--- src/rtl/bcd_updown_counter.sv ---
// Multi-digit BCD up/down counter with enable, cascadable terminal count and
// optional parallel load with per-digit validation (BCD_UPDOWN_COUNTER_LOAD_EN).
module bcd_updown_counter #(
  parameter int DIGITS = 3
) (
  input  logic                  clk,
  input  logic                  reset,
  input  logic                  en,
  input  logic                  up,
  input  logic                  load,
  input  logic [4*DIGITS-1:0]   load_value,
  output logic [4*DIGITS-1:0]   count,
  output logic                  tc,
  output logic                  load_err
);

  localparam int W = 4 * DIGITS;

  // carry[i] means a step (increment or decrement) enters digit i this cycle.
  // carry[DIGITS] is therefore "every digit is at its wrap point while enabled".
  logic [DIGITS:0] carry;
  logic [W-1:0]    step_count;

  always_comb begin : step_logic
    logic [3:0] d;
    logic       at_end;
    carry      = '0;
    step_count = count;
    d          = 4'd0;
    at_end     = 1'b0;
    carry[0]   = en;
    for (int i = 0; i < DIGITS; i++) begin
      d          = count[4*i +: 4];
      at_end     = up ? (d == 4'd9) : (d == 4'd0);
      carry[i+1] = carry[i] & at_end;
      if (carry[i]) begin
        if (up) step_count[4*i +: 4] = at_end ? 4'd0 : d + 4'd1;
        else    step_count[4*i +: 4] = at_end ? 4'd9 : d - 4'd1;
      end
    end
  end

`ifdef BCD_UPDOWN_COUNTER_LOAD_EN
  logic [W-1:0] load_fixed;
  logic         load_bad;

  // Non-BCD digits are replaced by zero and flagged.
  always_comb begin
    load_fixed = '0;
    load_bad   = 1'b0;
    for (int i = 0; i < DIGITS; i++) begin
      if (load_value[4*i +: 4] > 4'd9) load_bad = 1'b1;
      else                             load_fixed[4*i +: 4] = load_value[4*i +: 4];
    end
  end

  always_ff @(posedge clk) begin
    if (reset) begin
      count    <= '0;
      load_err <= 1'b0;
    end else if (load) begin
      count    <= load_fixed;
      load_err <= load_bad;
    end else begin
      count    <= step_count;
      load_err <= 1'b0;
    end
  end

  assign tc = carry[DIGITS] & ~load & ~reset;
`else
  logic unused_load_inputs;
  assign unused_load_inputs = ^{load, load_value};

  always_ff @(posedge clk) begin
    if (reset) count <= '0;
    else       count <= step_count;
  end

  assign load_err = 1'b0;
  assign tc       = carry[DIGITS] & ~reset;
`endif

endmodule
--- config.mk ---
export PLATFORM = sky130hd
export DESIGN_NAME = bcd_updown_counter
export DESIGN_NICKNAME = d
export VERILOG_FILES = /design/src/rtl/bcd_updown_counter.sv
export SDC_FILE = /design/constraint.sdc
export NUM_CORES = 1
export LEC_CHECK = 0
export ABC_AREA = 1
export CAP_MARGIN = 20
export CELL_PAD_IN_SITES_DETAIL_PLACEMENT = 1
export CELL_PAD_IN_SITES_GLOBAL_PLACEMENT = 1
export CORE_MARGIN = 3
export CORE_UTILIZATION = 31
export DETAILED_ROUTE_END_ITERATION = 6
export MAX_ROUTING_LAYER = met4
export PLACE_DENSITY_LB_ADDON = 0.1
export SETUP_SLACK_MARGIN = 0.5
export SLEW_MARGIN = 20
export SYNTH_ARGS = -nofsm -noshare
export SYNTH_HDL_FRONTEND = slang
export SYNTH_SLANG_ARGS = --single-unit
--- constraint.sdc ---
create_clock -name clk -period 1.8 [get_ports clk]
set_input_delay 0.36 -clock clk [delete_from_list [all_inputs] [get_ports clk]]
set_output_delay 0.36 -clock clk [all_outputs]
set_load 0.03 [all_outputs]
Yosys cells after proc, flatten, opt, wreduce, memory -nomap -nowiden
Index checks and enable logic that the tools add are counted.
Widths: inputs -> output; s select.
{"block": "word_totals", "regBits": 12, "latchBits": 0, "ramBits": 0, "rom_bits": 0, "inputBits": 17, "out_inout_bits": 14, "elab_cells": 32, "memories": 0}
{"block": "op_classes", "addsub": 6, "n_mul": 0, "div": 0, "n_lt_le_gt_ge": 0, "eq_ne": 3, "n_shift": 0, "mux": 12, "n_bitwise": 5, "reduce_logical": 3}
{"op": "$mux 4", "n": 9}
{"op": "$add 4x1->4 const B", "n": 3}
{"op": "$eq 4x4->1 const B", "n": 3}
{"op": "$logic_not 4->1", "n": 3}
{"op": "$sub 4x1->4 const B", "n": 3}
{"op": "$and 1x1->1", "n": 4}
{"op": "$mux 1", "n": 3}
{"op": "$not 1->1", "n": 1}

Depth between registers and ports, before layout
Gate-level depths: netlist of run 1.
{"block": "depth", "depth_word": 6, "depth_mapped": 11, "mapped_depth_nobuf": 11}

Worst setup path before layout of run 1
No wires, ideal clock.
{"block": "synth_timing", "kind": "reg2out", "start": "reg count[0]", "end": "out tc", "arrival_ns": 1.735, "required_ns": 1.440, "slack_ns": -0.295, "path_stages_with_launch": 10, "n_path_buf": 0, "cell_sequence": "dfxtp_1 > ha_1 > inv_1 > nor2_1 > nand2_2 > nand2_2 > nand2_4 > nor2_8 > nand2_1 > nor2_1"}
{"block": "synth_between", "elab_chain_len": 6, "elab_cells_between_ends": 7}
{"element": "start, declared", "line_no": "12", "text": "output logic [4*DIGITS-1:0] count,"}
{"element": "start signal, assigned", "line_no": "77", "text": "else count <= step_count;"}
{"element": "$eq 4x4->1 / $logic_not 4->1 (equally long branches)", "line_no": "34", "text": "at_end = up ? (d == 4'd9) : (d == 4'd0);"}
{"element": "$mux 1 *", "line_no": "34"}
{"element": "$and 1x1->1 * (3 in series)", "line_no": "35", "text": "carry[i+1] = carry[i] & at_end;"}
{"element": "$and 1x1->1 *", "line_no": "81", "text": "assign tc = carry[DIGITS] & ~reset;"}
{"element": "end, declared", "line_no": "13", "text": "output logic tc,"}
Mark *: on every way between the ends. The rest lies on a longest branch, timed or not.

Worst setup path in the final report of run 1
{"block": "layout_timing", "start": "reg count[1]", "end": "out tc"}
Same word-level chain as after synthesis.

==> results of run 1 <==
==> stage by stage <==
stage	cells	worst slack [ns]	power, mW	instance area [sq um]
2_1_floorplan	160	0.08552	0.5200	1081
3_3_place_gp	232	-0.3589	0.6361	1383
3_5_place_dp	232	-0.3790	0.6434	1383
4_1_cts	255	-0.1727	0.9071	1690
5_1_grt	260	-0.2899	1.060	1863
6_report	260	-0.1942	0.9922	1863
==> cell type report <==
class                   count  area (sq um)
fillers                   396          1240
clock buffers               4         26.28
multi-input cells         122         874.6
flip-flops and latches     12         280.3
repair buffers             55         520.5
well taps                  44         55.05
inverters                  23         106.4
==> synth_stat cells, types with 2 or more instances <==
cell and number:
nand3_1 16, inv_1 20, nand2_2 5, inv_2 3
nor2_1 23, o21ai_1 2, nand2_1 33, dfxtp_1 12
nand4_1 9, xor2_1 3, ha_1 9, o21ai_0 8
a21oi_1 8
==> worst paths after layout <==
| path | start | endpoint | slack (ns) | cells after the start |
|---|---|---|---|---|
| worst max-delay path | count[1] | tc | -0.19 | 11 |
| worst min-delay path | count[10] | count[10] | 0.53 | 2 |
| worst min register to register | count[10] | count[10] | 0.53 | 2 |
| worst max register to register | count[5] | count[6] | -0.07 | 15 |
==> metal layers <==
metal  routed length (um)  GRT usage  vias to the layer above
met3                  122    0.02852                       19
met4                  170    0.08895                        0
met2                 2506     0.4427                       34
met1                 1953     0.2644                      653
met5                    0          -                        -
li1                     -          -                      629
==> cell families after synthesis <==
logic type | count (synthesis) | synth area share
AND/OR/NAND/NOR | 89 | 0.4133
buffers and inverters | 26 | 0.1082
AO/OA/AOI/OAI | 20 | 0.1021
flip-flops | 12 | 0.2362
adder cells (fa/ha/maj) | 9 | 0.1107
XOR/XNOR | 3 | 0.02583
other | 1 | 0.003686
==> what timing repair did <==
| action | in CTS | in global routing |
|---|---|---|
| resized for setup | 121 | 41 |
| hold buffers | 0 | 0 |
| setup endpoints to repair | 24 | 23 |
| pin swaps | 15 | 12 |
| hold endpoints to repair | 0 | 0 |
| setup buffers | 19 | 5 |
==> power groups by stage <==
stage	clock network [mW]	registers [mW]	logic [mW]
floorplan	0	0.348	0.172
global placement	0	0.318	0.318
detailed placement	0	0.319	0.324
CTS	0.198	0.313	0.396
global route	0.223	0.318	0.519
finish	0.196	0.314	0.482
==> worst min-delay path: stages, from the launching register on <==
cell and delay, ns:
dfxtp_4 0.39, o21ai_2 0.05, a21oi_1 0.05
==> summary.md, run 1 <==
| Metric | Value |
|---|---|
| Run status | finished, violations left |
| Failing checks | setup timing |
| Synthesized Nets | ~190 |
| Power Dens Cells | 532.6 mW/mm^2 |
| Largest fanout on the critical path | 2 |
| Initial detailed-routing violation count | 94 |
| CTS buffer count | 3 |
| GRT Total Usage | 0.2406 |
| Number of diodes | 0 |
| DRT Pass-1 Iters | 4 |
| Final-report hold violation count | 0 |
| Int Pwr | slightly below 600 uW |
| Netlist cell types | 22 |
| Max Root-Sink Buffers | 2 |
| Dpl hpwl | roughly 2400 um |
| Cell family with most CP delay | simple AND/OR/NAND/NOR gates |
| Sum Neg Setup Slack | -0.2678 ns |
| Max-cap violations | 0 |
| TritonCTS Sinks | 12 |
| WP data required | between 1 and 1.5 ns |
| Switching power | about 410 uW |
| Final setup skew | 0.009707 ns |
| RSZ-0062 raised after global routing | true |
| Syn avg cell area | between 6 and 7 sq um |
| Final worst slack | -0.1942 ns |
| Most frequent cells in the layout | 26 x buf_6, 25 x nand2_1, 18 x buf_4, 17 x nor2_1, 12 x inv_1 |
| Crit-path slowest cell | dfxtp_4 |
| TritonCTS clock tree | yes |
| DIE HEIGHT | between 60 and 70 um |
| Fraction of layout cells with a size suffix above 1 | 0.5463 |
| Crit-path max cell delay | roughly 0.37 ns |
| Most common cell after layout, fill and taps aside | buf_6 |
| Core ar. | 0.003103 sq mm |
| Buffers & Inverters on Critical Path | 3 |
| LEAKAGE | a little under 0.9 nW |
| Via/cell ratio | approximately 5.1 |
| Async set-reset flop share out of synthesis | 0 |
| # IOs | 31 |
| Initial antenna violation count | 0 |
| Largest Register | count |
| Synth top area cells | dfxtp_1 24%, nand2_1 12%, ha_1 11% |
| Post-Synthesis Cells | 160 |
| VDD IR-drop max | roughly 0.44 mV |
| Comb power frac | 0.486 |
| Mapped cell area | between 0.001 and 0.0015 sq mm |
| Synth warn | 0 |
| Row cnt | 20 |
| Seq pwr share | 0.317 |
| Sequential area share after synthesis | 0.2362 |
| First-pass GRT wire length | between 7000 and 8000 um |
| Final setup vio count | 2 |
| Input/output buffers | 16 |
| CP Class | flop to primary output |
| Hold crit path type | flop to flop |
| Arrival @ worst endpoint | approximately 1.6 ns |
| Clk pwr share | 0.198 |
| Type of origin of the critical path | flop |
| Number of global-route vias before repair | between 1k and 1.5k |
| Via count | approximately 1.3k |
| CTS root buf | clkbuf_4 |
| Net Sw Frac | 0.4168 |
| Most used DFF post-synth | dfxtp_1 |
| Starting Density | 0.3278 |
| Synthesized flop and latch total | 12 |
| P&R area growth vs syn | 83.15% |
| Die ar. | between 0.004 and 0.005 sq mm |
| Routability cong. | approximately 0.83 |
| Crit path time final | 1.994 ns |
| Slew Viols, Final | 0 |
| Synth area leader | dfxtp_1 |
| Total gr overflow | 0 |
| Post-synth EDFFs | 0 |
| Reg clk slew, reported paths | 0.09 ns |
| H-tree depth | 1 |
| Final hold slack | roughly 0.53 ns |
| Clk_lat worst skew | 0.30 ns |
| Layout Nets | between 200 and 250 |
| DRC | 0 |
| Post-route ant nets | 0 |
| DRT Wirelength | 4753 um |
| Critical path cell sequence | inv_4 > ha_4 > inv_4 > nor2_4 > nand2_2 > nand2_2 > nand2_4 > nor2_8 > nand2_4 > nor2_4 > buf_6 |
| Top flop regs | count x12 |
| Final period util | 1.108 |
| Fmax | 0.5015 GHz |
| Share of the synthesized area in the top cell type | 0.2362 |
| Largest register FFs | 12 |
| Setup crit end kind | primary output |
| Die Width | about 63 um |
| Wire per inst | about 18 um |
| Finished Core Util | 0.6004 |
| Largest net degree at the start of global routing | 10 |
No activity file was read; power rests on OpenSTA's default activity.
==> run 2: changes to the inputs <==
Settings changed: GPL_ROUTABILITY_DRIVEN from default to 0.
==> results of run 2 <==
No change in the layout: final DEF, timing and power equal those of run 1.
==> run 3: changes to the inputs <==
Settings changed: CAP_MARGIN 20 to default, CTS_BUF_LIST from default to sky130_fd_sc_hd__clkbuf_16, REMOVE_ABC_BUFFERS from default to 1.
==> run 3 against run 2 <==
  * The flow still finishes with violations (setup timing)
  * Total power up 26%
  * Flip-flop and latch count stayed put
  * Core utilization up 1.7 points
  * Setup slack improved by 0.020 ns
  * Combinational power rose by 9.5%
  * Die area unchanged
  * Register-to-register slack about the same
  * Clock power grew 110%
  * Sequential share of layout area decreased by 1.3 points
  * Sequential power barely moved
==> summary.md, run 3 (synthesis results as in run 1) <==
| Metric | Value |
|---|---|
| H-tree depth | 1 |
| P&R area growth vs syn | 88.19% |
| Crit-path max cell delay | ~0.33 ns |
| First-pass GRT wire length | 7728 um |
| # IOs | 31 |
| Initial antenna violation count | 0 |
| Layout Nets | 259 |
| DIE HEIGHT | about 63 um |
| Largest Register | count |
| GRT Total Usage | 0.2522 |
| Post-route ant nets | 0 |
| Crit path launch | count[1] |
| Clk_lat worst skew | roughly 0.24 ns |
| CTS buffer count | 3 |
| Sequential cell area | ~260 sq um |
| Worst r2r path cells | 15 |
| Reg clk slew, reported paths | around 0.040 ns |
| Final-report hold violation count | 0 |
| Number of global-route vias before repair | approximately 1.5k |
| VDD IR-drop max | roughly 0.65 mV |
| Via/cell ratio | 5.120 |
| Crit-path slowest cell | dfxtp_2 |
| Area of the multi-input gates | ~840 sq um |
| Reg2reg start | count[1] |
| Dpl ws | -0.3109 ns |
| Via count | about 1.4k |
| RSZ-0062 raised after global routing | true |
| Slew Viols, Final | 0 |
| DRT Wirelength | about 5200 um |
| Type of origin of the critical path | flop |
| Arrival @ worst endpoint | between 1.5 and 2 ns |
| Total gr overflow | 0 |
| Initial detailed-routing violation count | 74 |
| Fraction of layout cells with a size suffix above 1 | 0.5801 |
| Failing checks | setup timing |
| Hold crit path type | flop to flop |
| Setup crit end kind | primary output |
| FF-to-FF End | count[5] |
| Most frequent cells in the layout | 46 x buf_4, 24 x nand2_1, 16 x nor2_1, 13 x nand3_1 |
| Final setup skew | 0.001845 ns |
| Non-Filler Instances | approximately 280 |
| CP endpoint | tc |
| Die ar. | between 0.004 and 0.005 sq mm |
| Number of diodes | 0 |
| Max-cap violations | 0 |
| Final worst slack | -0.1744 ns |
| Critical path cell sequence | inv_4 > ha_4 > inv_2 > nor2_2 > nand2_2 > nand2_2 > nand2_4 > nor2_8 > nand2_2 > nor2_2 > buf_6 |
| LEAKAGE | around 0.96 nW |
| Starting Density | 0.3278 |
| WP data required | between 1 and 1.5 ns |
| Most common cell after layout, fill and taps aside | buf_4 |
| Power Dens Cells | roughly 650 mW/mm^2 |
| Wire per inst | roughly 19 um |
| Final setup vio count | 9 |
| Final hold slack | around 0.54 ns |
| Finished Core Util | 0.6169 |
| Top flop regs | count x12 |
| Largest register FFs | 12 |
| Final period util | 1.097 |
| Register-to-Register Setup Slack | -0.06 ns |
| Die Width | roughly 63 um |
| Row cnt | 20 |
| Filler Cell Count | 403 |
| Core ar. | approximately 0.0031 sq mm |
| DRC | 0 |
| Inst Count DP | ~240 |
| Max Root-Sink Buffers | 2 |
| Crit path time final | ~2.0 ns |
| TritonCTS Sinks | 12 |
| Run status | finished, violations left |
| Input/output buffers | 16 |
| Fmax | 0.5065 GHz |
| TritonCTS clock tree | yes |
| CTS root buf | clkbuf_16 |
| CP Class | flop to primary output |
| Most frequent CP cell | nand2_2 |
| Dpl hpwl | about 2500 um |
| Largest fanout on the critical path | 2 |
| DRT Pass-1 Iters | 4 |
| Largest net degree at the start of global routing | 10 |
[run 3: cell types whose count changed in the layout (fill, tap and decap cells not counted), moves of 3 or more]
cell	delta
buf_6	-15
dfxtp_2	+5
buf_4	+28
nor2_2	+3
clkbuf_4	-7
dfxtp_4	-6
clkbuf_16	+3
buf_2	+6
[run 3: critical path: cells and delay by family, from the launching register on]
family / cells / cell delay [ns]
buffers and inverters: 3 / 0.26
DFF: 1 / 0.33
adders and majority gates: 1 / 0.14
and+or+nand+nor: 7 / 0.64
[run 3: stage by stage]
step | setup TNS (ns) | power [mW] | area [sq um]
2_1_floorplan | -0.2946 | 0.4951 | 993.5
3_3_place_gp | -0.9557 | 0.6393 | 1394
3_5_place_dp | -1.222 | 0.6497 | 1394
4_1_cts | -0.1111 | 1.164 | 1800
5_1_grt | -1.252 | 1.314 | 1914
6_report | -0.5351 | 1.252 | 1914
[run 3: cell type report]
class                           instances  area share
Timing Repair Buffer                   71      0.3013
Clock buffer                            3     0.03922
Sequential cell                        12      0.1379
Tap cell                               44     0.02876
Inverter                               23     0.05556
Multi-Input combinational cell        122      0.4373
[run 3: power breakdown]
group / switching [mW] / leakage (nW) / internal, mW / total [mW]
registers: 0.0322 / 0.104 / 0.285 / 0.317
clock network: 0.117 / 0.0370 / 0.290 / 0.406
logic: 0.287 / 0.818 / 0.241 / 0.528
[run 3: worst min-delay path by stage]
| stage | startpoint | to | slack (ns) | cells after the start |
|---|---|---|---|---|
| final | count[5] | count[5] | 0.54 | 2 |
| after global routing | count[5] | count[5] | 0.56 | 2 |
| after CTS | count[5] | count[5] | 0.54 | 2 |
| after detailed placement | count[6] | count[6] | 0.56 | 2 |
| after global placement | count[6] | count[6] | 0.54 | 2 |
| after floorplan | reset | count[10] | 0.43 | 1 |
[run 3: metal layers]
metal  up-vias  wire length [um]  share of wire  GRT usage
li1        663                 -              -          -
met1       712              2225           0.43     0.2981
met2        25              2711           0.53     0.4493
met3         8               136          0.026    0.03209
met4         0                86          0.017    0.06739
met5         -                 0              0          -
[run 3: timing repair]
item                                    4_1_cts  5_1_grt
gates resized for setup                     136       27
buffers inserted                             24        6
hold buffers                                  0        0
hold endpoints to repair                      0        0
gates cloned                                  0        0
endpoints found under the setup margin       24       19
pin swaps                                    16       12
